--- src/rtl/adc_block_avg_if.sv ---
// adc_block_avg_if: sample input and window-statistics output bundle for adc_block_avg.
interface adc_block_avg_if #(parameter int DW = 12, parameter int CW = 16);
  logic          en_i;
  logic          eoc_i;
  logic [DW-1:0] din_i;
  logic [DW-1:0] avg_o;
  logic [DW-1:0] min_o;
  logic [DW-1:0] max_o;
  logic          valid_o;
  logic [CW-1:0] win_cnt_o;
  logic          sat_o;
  modport master (output en_i, eoc_i, din_i,
                  input  avg_o, min_o, max_o, valid_o, win_cnt_o, sat_o);
  modport slave  (input  en_i, eoc_i, din_i,
                  output avg_o, min_o, max_o, valid_o, win_cnt_o, sat_o);
endinterface

--- src/rtl/adc_block_avg.sv ---
// adc_block_avg: mean/min/max over windows of 2^LOG2N ADC samples; ADC_AVG_SAT_EN adds a rail-hit flag.
module adc_block_avg #(
  parameter int DW    = 12,
  parameter int LOG2N = 4,
  parameter int CW    = 16
) (
  input  logic             clk_i,
  input  logic             rst_i,
  adc_block_avg_if.slave   bus
);
  localparam int AW = DW + LOG2N;
  typedef enum logic [1:0] {IDLE, ACC, DONE} state_t;
  state_t st_q, st_d;
  logic             eoc_q;
  logic [AW-1:0]    sum_q, sum_d, tot;
  logic [LOG2N-1:0] cnt_q, cnt_d;
  logic [DW-1:0]    lo_q, lo_d, hi_q, hi_d, lo_n, hi_n;
  logic [DW-1:0]    avg_q, avg_d, min_q, min_d, max_q, max_d;
  logic [CW-1:0]    win_q, win_d;
  logic             ev, keep, take, last;
  assign ev   = bus.eoc_i & ~eoc_q;
  assign keep = bus.en_i & (st_q != IDLE);
  assign take = ev & keep;
  // the N-th sample is the one taken while the counter is all ones
  assign last = take & (&cnt_q);
  assign tot  = sum_q + AW'(bus.din_i);
  assign lo_n = (cnt_q == '0 || bus.din_i < lo_q) ? bus.din_i : lo_q;
  assign hi_n = (cnt_q == '0 || bus.din_i > hi_q) ? bus.din_i : hi_q;
  always_comb begin
    st_d  = !bus.en_i ? IDLE : last ? DONE : ACC;
    sum_d = (!keep || last) ? '0 : take ? tot : sum_q;
    cnt_d = !keep ? '0 : take ? cnt_q + 1'b1 : cnt_q;
    lo_d  = take ? lo_n : lo_q;
    hi_d  = take ? hi_n : hi_q;
    avg_d = last ? tot[AW-1:LOG2N] : avg_q;
    min_d = last ? lo_n : min_q;
    max_d = last ? hi_n : max_q;
    win_d = last ? win_q + 1'b1 : win_q;
  end
  always_ff @(posedge clk_i or negedge rst_i) begin
    if (!rst_i) begin
      st_q  <= IDLE;
      eoc_q <= 1'b0;
      sum_q <= '0;
      cnt_q <= '0;
      lo_q  <= '0;
      hi_q  <= '0;
      avg_q <= '0;
      min_q <= '0;
      max_q <= '0;
      win_q <= '0;
    end else begin
      st_q  <= st_d;
      eoc_q <= bus.eoc_i;
      sum_q <= sum_d;
      cnt_q <= cnt_d;
      lo_q  <= lo_d;
      hi_q  <= hi_d;
      avg_q <= avg_d;
      min_q <= min_d;
      max_q <= max_d;
      win_q <= win_d;
    end
  end
  assign bus.avg_o     = avg_q;
  assign bus.min_o     = min_q;
  assign bus.max_o     = max_q;
  assign bus.win_cnt_o = win_q;
  assign bus.valid_o   = (st_q == DONE);
`ifdef ADC_AVG_SAT_EN
  logic flag_q, flag_d, flag_n, sat_q, sat_d;
  assign flag_n = ((cnt_q != '0) && flag_q) || (bus.din_i == '0) || (&bus.din_i);
  always_comb begin
    flag_d = (!keep || last) ? 1'b0 : take ? flag_n : flag_q;
    sat_d  = last ? flag_n : sat_q;
  end
  always_ff @(posedge clk_i or negedge rst_i) begin
    if (!rst_i) begin
      flag_q <= 1'b0;
      sat_q  <= 1'b0;
    end else begin
      flag_q <= flag_d;
      sat_q  <= sat_d;
    end
  end
  assign bus.sat_o = sat_q;
`else
  assign bus.sat_o = 1'b0;
`endif
endmodule

--- src/flat_wrapper.sv ---
// flat-port wrapper written by rule: the top's interface ports become plain ports
module adc_block_avg_flat 
#(
  parameter int DW    = 12,
  parameter int LOG2N = 4,
  parameter int CW    = 16
)
  (clk_i, rst_i, bus_en_i, bus_eoc_i, bus_din_i, bus_avg_o, bus_min_o, bus_max_o, bus_valid_o, bus_win_cnt_o, bus_sat_o);
  adc_block_avg_if #(.DW(DW), .CW(CW)) bus_i ();
  input  logic clk_i;
  input  logic rst_i;
  input wire logic [$bits(bus_i.en_i)-1:0] bus_en_i;
  input wire logic [$bits(bus_i.eoc_i)-1:0] bus_eoc_i;
  input wire logic [$bits(bus_i.din_i)-1:0] bus_din_i;
  output wire logic [$bits(bus_i.avg_o)-1:0] bus_avg_o;
  output wire logic [$bits(bus_i.min_o)-1:0] bus_min_o;
  output wire logic [$bits(bus_i.max_o)-1:0] bus_max_o;
  output wire logic [$bits(bus_i.valid_o)-1:0] bus_valid_o;
  output wire logic [$bits(bus_i.win_cnt_o)-1:0] bus_win_cnt_o;
  output wire logic [$bits(bus_i.sat_o)-1:0] bus_sat_o;
  assign bus_i.en_i = bus_en_i;
  assign bus_i.eoc_i = bus_eoc_i;
  assign bus_i.din_i = bus_din_i;
  assign bus_avg_o = bus_i.avg_o;
  assign bus_min_o = bus_i.min_o;
  assign bus_max_o = bus_i.max_o;
  assign bus_valid_o = bus_i.valid_o;
  assign bus_win_cnt_o = bus_i.win_cnt_o;
  assign bus_sat_o = bus_i.sat_o;
  adc_block_avg #(.DW(DW), .LOG2N(LOG2N), .CW(CW)) u_core (.clk_i(clk_i), .rst_i(rst_i), .bus(bus_i));
endmodule
--- config.mk ---
export PLATFORM = sky130hd
export DESIGN_NAME = adc_block_avg_flat
export DESIGN_NICKNAME = d
export VERILOG_FILES = /design/src/rtl/adc_block_avg_if.sv /design/src/rtl/adc_block_avg.sv /design/src/flat_wrapper.sv
export SDC_FILE = /design/constraint.sdc
export NUM_CORES = 1
export LEC_CHECK = 0
export BUFFER_PORTS_ARGS = -buffer_cell sky130_fd_sc_hd__buf_2
export CORE_ASPECT_RATIO = 1.25
export CORE_UTILIZATION = 63
export DETAILED_ROUTE_END_ITERATION = 10
export GPL_TIMING_DRIVEN = 0
export PLACE_DENSITY = 0.86
export SYNTH_ARGS = -nofsm -noshare
export SYNTH_HDL_FRONTEND = slang
export SYNTH_SLANG_ARGS = --single-unit
--- constraint.sdc ---
create_clock -name clk_i -period 6.6 [get_ports clk_i]
set_input_delay 0.33 -clock clk_i [delete_from_list [all_inputs] [get_ports clk_i]]
set_output_delay 0.33 -clock clk_i [all_outputs]
set_load 0.01 [all_outputs]
# After elaboration in Yosys (flattened, before gate mapping)
# Index checks and enable logic that the tools add are counted.
# op_classes
add_sub_neg	3
magnitude_cmp	2
eq_ne	2
n_mux	8
bitwise_logic	5
n_reduce_logical	8
# op_table
op	n
$mux 16	2
$mux 12	2
$add 16x1->16 const B	1
$add 16x12->16	1
$gt 12x12->1	1
$lt 12x12->1	1
$mux 4	2
$add 4x1->4 const B	1
$and 1x1->1	4
$logic_not 4->1	1
$mux 2	2
$reduce_and 4->1	1
$reduce_bool 2->1	2
$logic_or 1x1->1	3
$eq 2x2->1 const B	1
$ne 2x2->1 const B	1
$logic_not 1->1	1
$not 1->1	1
# word_totals
register_bits	99
input_bits	16
output_inout_bits	54
wordCells	38

# Logic depth before layout (Yosys ltp)
# Gate-level depths: netlist of run 1.
# logic_depth
depth_word	6
depth_mapped	9
depth_no_buf	9

# Worst setup path before layout of run 1
# OpenSTA, ideal clock, no wires.
# synth_timing
path_kind	register -> register
startpoint	register u_core.sum_q[0]
endpoint	register u_core.sum_q[14]
setup_time_ps	69
t_arrival_ps	2048
t_required_ps	6531
setup_slack_ps	4483
stages_incl_launch_ff	10
n_path_buf	0
period_less_slack_ps	2117
cell_sequence	dfrtp_1 -> ha_1 -> inv_1 -> fa_1 -> nor2b_1 -> o2111ai_1 -> nand4_1 -> a31oi_2 -> or4_1 -> nand3_1
# synth_via
elab_chain_len	3
# synth_lines
item	line	text
start, declared	adc_block_avg.sv:15	logic [AW-1:0] sum_q, sum_d, tot;
start signal, assigned	adc_block_avg.sv:55	sum_q <= sum_d;
$add 16x12->16	adc_block_avg.sv:26	assign tot = sum_q + AW'(bus.din_i);
$mux 16 (2 in series)	adc_block_avg.sv:31	sum_d = (!keep || last) ? '0 : take ? tot : sum_q;
# Every way passes these cells. The select of a mux whose other input is x is not followed.
# A chain may end at the register's enable or synchronous reset.

# Final worst setup path of run 1
# Ends and elaborated chain as after synthesis.

==> results.sh, run 1 <==
export IMPL_fin_ws_ns=4.116
export IMPL_synth_area_um2=5468
export IMPL_wl_per_cell_um=17.94
export IMPL_whs_path_depth=1
export IMPL_total_power_mw=1.309
export IMPL_final_max_slew_violation_count=0
export IMPL_yosys_warnings=0
export IMPL_die_w_um=85.33
export IMPL_period_minus_slack_ns=2.484
export IMPL_grt_pass1_vias=4161
export IMPL_clkSinkCount=99
export IMPL_drc=0
export IMPL_final_core_util_pct=73.78
export IMPL_dpl_cell_count=706
export IMPL_final_cell_mix="dfrtp_1 (99), buf_2 (74), nand2_1 (48), nor2_1 (38), ha_1 (38)"
export IMPL_htree_num_levels=3
export IMPL_core_um2=8333
export IMPL_firstDrtPassIters=5
export IMPL_cp_max_fo=7
export IMPL_cts_buffer_depth=2
export IMPL_routed_wl_mm=12.95
export IMPL_ys_seq_area_share_pct=45.31
export IMPL_max_cap_violations=0
export IMPL_antennaDiodeCount=0
export IMPL_insertion_delay_ns=0.36
export IMPL_syn_num_nets=595
export IMPL_syn_to_final_growth_pct=12.45
export IMPL_cts_resized=0
export IMPL_final_common_cell="dfrtp_1"
export IMPL_fin_crit_sh_pct=37.63
export IMPL_rsz0062_at_grt="no"
export IMPL_fp_dieH_um=106.2
export IMPL_start_util_pct=65.62
export IMPL_critPathKind="reg2reg"
export IMPL_dr_total_vias=4445
export IMPL_nets=676
export IMPL_cts_root_buffer="clkbuf_8"
export IMPL_numCtsBuffers=9
export IMPL_finalNonFillerCells=722
export IMPL_finalSetupViolations=0
export IMPL_overflow=0
export IMPL_worst_slew_pin_slew_ns=0.5558
export IMPL_fill_cells=600
export IMPL_antenna_found_initial=0
export IMPL_synth_edf_count=0
export IMPL_max_vdd_ir_drop_mv=0.1220
export IMPL_arrival_ns=2.78
export IMPL_dieArea_um2=9058
export IMPL_first_iter_violations=294
export IMPL_fin_setup_tns_ns=0
export IMPL_antenna_left=0
export IMPL_drive_gt1_share_pct=21.12
export IMPL_grt_max_degree=75
export IMPL_dp_slack_ns=4.024
export IMPL_synth_cell_types=53
export IMPL_io_pins=70
export IMPL_slew_limit_headroom_pct=62.95
export IMPL_fmax_mhz=402.6
export IMPL_cp_start_kind="flop"
export IMPL_synth_async_reset_ratio_pct=100.0
export IMPL_hold_path_class="in2reg"
export IMPL_outcome="completed"
export IMPL_clkTransAtPathRegs_ns=0.09
export IMPL_synthFlopType="dfrtp_1"
export IMPL_cts_tree="done"
export IMPL_port_buffers=68
export IMPL_syn_area_per_cell_um2=10.13
export IMPL_vias_per_cell=6.157
export IMPL_worstRegToRegCells=9
export IMPL_p_leak_nw=3.182
export IMPL_clock_skew_ns=0.009126
export IMPL_rows=37
export IMPL_grt_pass1_wl_mm=20.64
export IMPL_gp_congestion=0.9321
export IMPL_synthCells=540
export IMPL_synth_seq_cells=99
export IMPL_post_dp_hpwl_mm=9.248
export IMPL_critPathCaptureType="flop"
export IMPL_powerDensity_nw_per_um2=213.0
export IMPL_hold_viol_final=0
export IMPL_cp_required_ns=6.90
export IMPL_globalRouteTotalUtil_pct=29.81
## cells in the mapped netlist, drive strengths merged (17+ instances only)
cell type,count,share of area (%)
xnor2,17,2.7
nand4,17,1.9
dfrtp,99,45
nand3,29,2.7
ha,38,8.7
mux2,26,6.6
nor2,39,2.8
inv,34,2.3
o21ai,44,4.4
a21oi,18,1.6
nand2,48,3.3
a31oi,25,3.2
## metal layers
metal	GRT usage [%]	up-vias	part of all wire, %	routed length (µm)
met2	49.37	179	48	6237
met5	0	-	0	0
met4	14.29	0	3.8	498
met1	38.74	2139	42	5481
met3	4.115	46	5.7	735
li1	-	2081	-	-
## kinds of logic (layout without fill, tap and decap cells)
kind of cell | count (synthesis) | in the layout | synth area share [%]
AO/OA/AOI/OAI | 125 | 125 | 15.19
XOR/XNOR | 29 | 29 | 4.645
adder cells (fa/ha/maj) | 39 | 39 | 9.062
buffers and inverters | 57 | 142 | 4.416
flip-flops | 99 | 99 | 45.31
multiplexers | 29 | 29 | 7.140
other | 1 | 1 | 0.06858
AND/OR/NAND/NOR | 161 | 161 | 14.16
## report_power, final
group          switching (mW)  internal [mW]  leakage (nW)
clock network           0.200          0.165        0.0953
logic                   0.153          0.117          1.76
registers              0.0315          0.643          1.33
total                   0.384          0.925          3.18
## per-stage QoR
stage / cell area (µm²) / hold slack [ns]
5_1_grt: 6148 / 0.1179
6_report: 6148 / 0.1316
4_1_cts: 6148 / 0.1277
3_5_place_dp: 5959 / 0.2656
3_3_place_gp: 5929 / 0.4509
2_1_floorplan: 5468 / 0.03441
## layout make-up
type | instances | area (µm²) | share of cell area, %
multi-input cells | 384 | 2749 | 44.71
flip-flops and latches | 99 | 2477 | 40.29
repair buffers | 70 | 380.4 | 6.186
clock buffers | 13 | 168.9 | 2.747
inverters | 34 | 127.6 | 2.076
well taps | 97 | 121.4 | 1.974
plain buffers | 23 | 113.9 | 1.852
clock inverters | 2 | 10.01 | 0.1628
## final timing paths
kind | end | startpoint | slack (ns)
hold / removal | u_core.eoc_q$_DFF_PN0_ | bus_eoc_i | 0.13
min in group asynchronous | u_core.sum_q[10]$_DFFE_PN0P_ | rst_i | 0.42
hold reg to reg | u_core.bus.win_cnt_o[15]$_DFFE_PN0P_ | u_core.bus.win_cnt_o[15]$_DFFE_PN0P_ | 0.46
setup / recovery | u_core.sum_q[14]$_DFFE_PN0P_ | u_core.sum_q[0]$_DFFE_PN0P_ | 4.12
setup reg to reg | u_core.sum_q[14]$_DFFE_PN0P_ | u_core.sum_q[0]$_DFFE_PN0P_ | 4.12
max in group asynchronous | u_core.bus.max_o[10]$_DFFE_PN0P_ | rst_i | 5.51
## worst max-delay path, stage by stage, from the launching register on
cell and delay (ns):
dfrtp_1 0.36, ha_1 0.18, inv_1 0.06, fa_1 0.40
nor2b_1 0.20, o2111ai_1 0.22, nand4_1 0.19, a31oi_2 0.18
or4_1 0.54, nand3_1 0.09
## timing repair
action	in CTS	in global routing
setup endpoints to repair	0	0
setup buffers	0	0
hold endpoints to repair	25	0
hold buffers	1	0
## flip-flops by register name, summed over array words and instances (netlist names)
register,count
u_core.cnt_q,4
u_core.bus.max_o,12
u_core.st_q,2
u_core.sum_q,16
u_core.bus.win_cnt_o,16
u_core.eoc_q,1
u_core.lo_q,12
u_core.hi_q,12
u_core.bus.min_o,12
u_core.bus.avg_o,12
Note: power is estimated with default switching activity, not from simulation.
==> run 2, diff against run 1 <==
--- a/config.mk
+++ b/config.mk
@@ -7,10 +7,10 @@
 export LEC_CHECK = 0
 export BUFFER_PORTS_ARGS = -buffer_cell sky130_fd_sc_hd__buf_2
 export CORE_ASPECT_RATIO = 1.25
-export CORE_UTILIZATION = 63
+export CORE_UTILIZATION = 58
 export DETAILED_ROUTE_END_ITERATION = 10
 export GPL_TIMING_DRIVEN = 0
-export PLACE_DENSITY = 0.86
+export PLACE_DENSITY = 0.8
 export SYNTH_ARGS = -nofsm -noshare
 export SYNTH_HDL_FRONTEND = slang
 export SYNTH_SLANG_ARGS = --single-unit
==> constraint.sdc (replaced) <==
create_clock -name clk_i -period 2.5 [get_ports clk_i]
set_input_delay 0.125 -clock clk_i [delete_from_list [all_inputs] [get_ports clk_i]]
set_output_delay 0.125 -clock clk_i [all_outputs]
set_load 0.01 [all_outputs]
==> run 2 against run 1 <==
Global-route usage decreased by 1.6 points. Combinational power grew to 2.6 times the previous value. Power grew to 3.0 times the previous value. Count of clock-buffer cells in the layout decreased by 3. Critical path depth unchanged. Core utilization down 4.3 points. Die area rose by 8.4%. Sequential share of layout area shrank 1.2 points. Wire length down 1.1%. Critical path type unchanged.
==> results.sh, run 2 (synthesized netlist as in run 1, its figures left out) <==
export IMPL_grt_max_degree=51
export IMPL_period_minus_slack_ns=2.353
export IMPL_crit_path_frequent_cell="a21oi_1"
export IMPL_core_um2=9125
export IMPL_worst_slew_pin_slew_ns=0.6540
export IMPL_max_vdd_ir_drop_mv=0.3959
export IMPL_grt_pass1_vias=4183
export IMPL_fin_crit_sh_pct=94.11
export IMPL_dr_total_vias=4386
export IMPL_grt_pass1_wl_mm=20.75
export IMPL_clkTransAtPathRegs_ns=0.06
export IMPL_clock_skew_ns=0.009813
export IMPL_antenna_left=0
export IMPL_critPathKind="reg2reg"
export IMPL_start_util_pct=59.92
export IMPL_antennaDiodeCount=0
export IMPL_numCtsBuffers=9
export IMPL_vias_per_cell=5.848
export IMPL_fin_setup_tns_ns=0
export IMPL_routed_wl_mm=12.82
export IMPL_final_max_slew_violation_count=0
export IMPL_clkSinkCount=99
export IMPL_dp_slack_ns=0.1551
export IMPL_cts_buffer_depth=2
export IMPL_antenna_found_initial=0
export IMPL_fp_dieH_um=110.6
export IMPL_arrival_ns=2.58
export IMPL_cp_top_family="compound AO/OA/AOI/OAI gates"
export IMPL_hold_worst_slack_ns=0.03442
export IMPL_finalNonFillerCells=750
export IMPL_cp_num_buf_inv=2
export IMPL_io_pins=70
export IMPL_port_buffers=68
export IMPL_cts_tree="done"
export IMPL_hold_viol_final=0
export IMPL_syn_to_final_growth_pct=15.93
export IMPL_p_leak_nw=3.241
export IMPL_nets=677
export IMPL_post_dp_hpwl_mm=9.021
export IMPL_rows=39
export IMPL_final_common_cell="dfrtp_1"
export IMPL_die_w_um=88.85
export IMPL_firstDrtPassIters=5
export IMPL_cp_max_fo=10
export IMPL_first_iter_violations=280
export IMPL_dieArea_um2=9822
export IMPL_final_cell_mix="dfrtp_1 (99), buf_2 (74), nand2_1 (48), nor2_1 (38), ha_1 (38)"
export IMPL_postCtsSetupBuffers=0
export IMPL_dpl_cell_area_um2=5992
export IMPL_final_area_um2=6339
export IMPL_insertion_delay_ns=0.35
export IMPL_rsz0062_at_grt="no"
export IMPL_max_cap_violations=0
export IMPL_drive_gt1_share_pct=21.53
export IMPL_critPathCaptureType="flop"
export IMPL_drc=0
export IMPL_cp_start_kind="flop"
export IMPL_path_cells="inv_1 -> ha_1 -> a21oi_1 -> nand2_1 -> a21oi_1 -> a31oi_4 -> o21ai_4 -> buf_6 -> mux2_4"
export IMPL_powerDensity_nw_per_um2=626.4
export IMPL_fin_ws_ns=0.1473
export IMPL_gp_congestion=0.8408
export IMPL_hold_path_class="in2reg"
export IMPL_wl_per_cell_um=17.09
export IMPL_htree_num_levels=3
export IMPL_outcome="completed"
export IMPL_slowest_delay_ns=0.38
export IMPL_overflow=0
export IMPL_cp_required_ns=2.73
export IMPL_cp_slowest_cell="dfrtp_1"
export IMPL_cts_root_buffer="clkbuf_16"
export IMPL_globalRouteTotalUtil_pct=28.17
export IMPL_fmax_mhz=425.0
export IMPL_dpl_cell_count=732
export IMPL_finalSetupViolations=0
export IMPL_slew_limit_headroom_pct=56.40
run 2: cell count changes in the layout (fill, tap and decap cells not counted), moves of 2 or more:
| cell | delta |
|---|---|
| clkbuf_8 | -12 |
| bufinv_16 | +2 |
| clkinvlp_4 | +2 |
| clkbuf_16 | +9 |
run 2: metal layers:
| metal | share of wire [%] | vias up | track usage, % |
|---|---|---|---|
| li1 | - | 2086 | - |
| met1 | 42 | 2101 | 37.04 |
| met2 | 48 | 153 | 44.36 |
| met3 | 5.4 | 46 | 4.858 |
| met4 | 4.1 | 0 | 13.87 |
| met5 | 0 | - | 0 |
run 2: path summary, 6_finish.rpt:
check                                                      from                                    to  slack [ns]  depth (start not counted)
min in group asynchronous                                 rst_i  u_core.bus.win_cnt_o[11]$_DFFE_PN0P_        0.35                          2
max in group asynchronous                                 rst_i           u_core.lo_q[11]$_DFFE_PN0P_        1.47                          3
max                                 u_core.hi_q[10]$_DFFE_PN0P_            u_core.hi_q[5]$_DFFE_PN0P_        0.15                          9
max reg2reg                         u_core.hi_q[10]$_DFFE_PN0P_            u_core.hi_q[5]$_DFFE_PN0P_        0.15                          9
min                                                    bus_en_i              u_core.st_q[0]$_DFF_PN0_        0.03                          2
min reg2reg                u_core.bus.win_cnt_o[15]$_DFFE_PN0P_  u_core.bus.win_cnt_o[15]$_DFFE_PN0P_        0.47                          1
run 2: area by class of cell:
| cell class | count | area (µm²) |
|---|---|---|
| fillers | 714 | 2786 |
| well taps | 123 | 153.9 |
| clock inverters | 6 | 88.84 |
| clock buffers | 10 | 229.0 |
| flip-flops and latches | 99 | 2477 |
| multi-input cells | 384 | 2758 |
| plain buffers | 23 | 113.9 |
| inverters | 34 | 127.6 |
| repair buffers | 71 | 390.4 |
run 2: power by group:
part | switching [mW] | leakage [nW] | internal, mW
registers | 0.0838 | 1.33 | 1.70
logic | 0.397 | 1.76 | 0.310
clock network | 0.602 | 0.149 | 0.879
run 2: repair_timing:
item / in CTS / in global routing
hold buffers: 2 / 0
resized for setup: 0 / 2
setup endpoints to repair: 0 / 2
hold endpoints to repair: 50 / 0
run 2: per-stage QoR:
step	util [%]	power, mW
4_1_cts	69.37	3.982
5_1_grt	69.46	4.121
3_3_place_gp	65.34	2.460
3_5_place_dp	65.67	2.493
6_report	69.46	3.971
2_1_floorplan	-	2.287
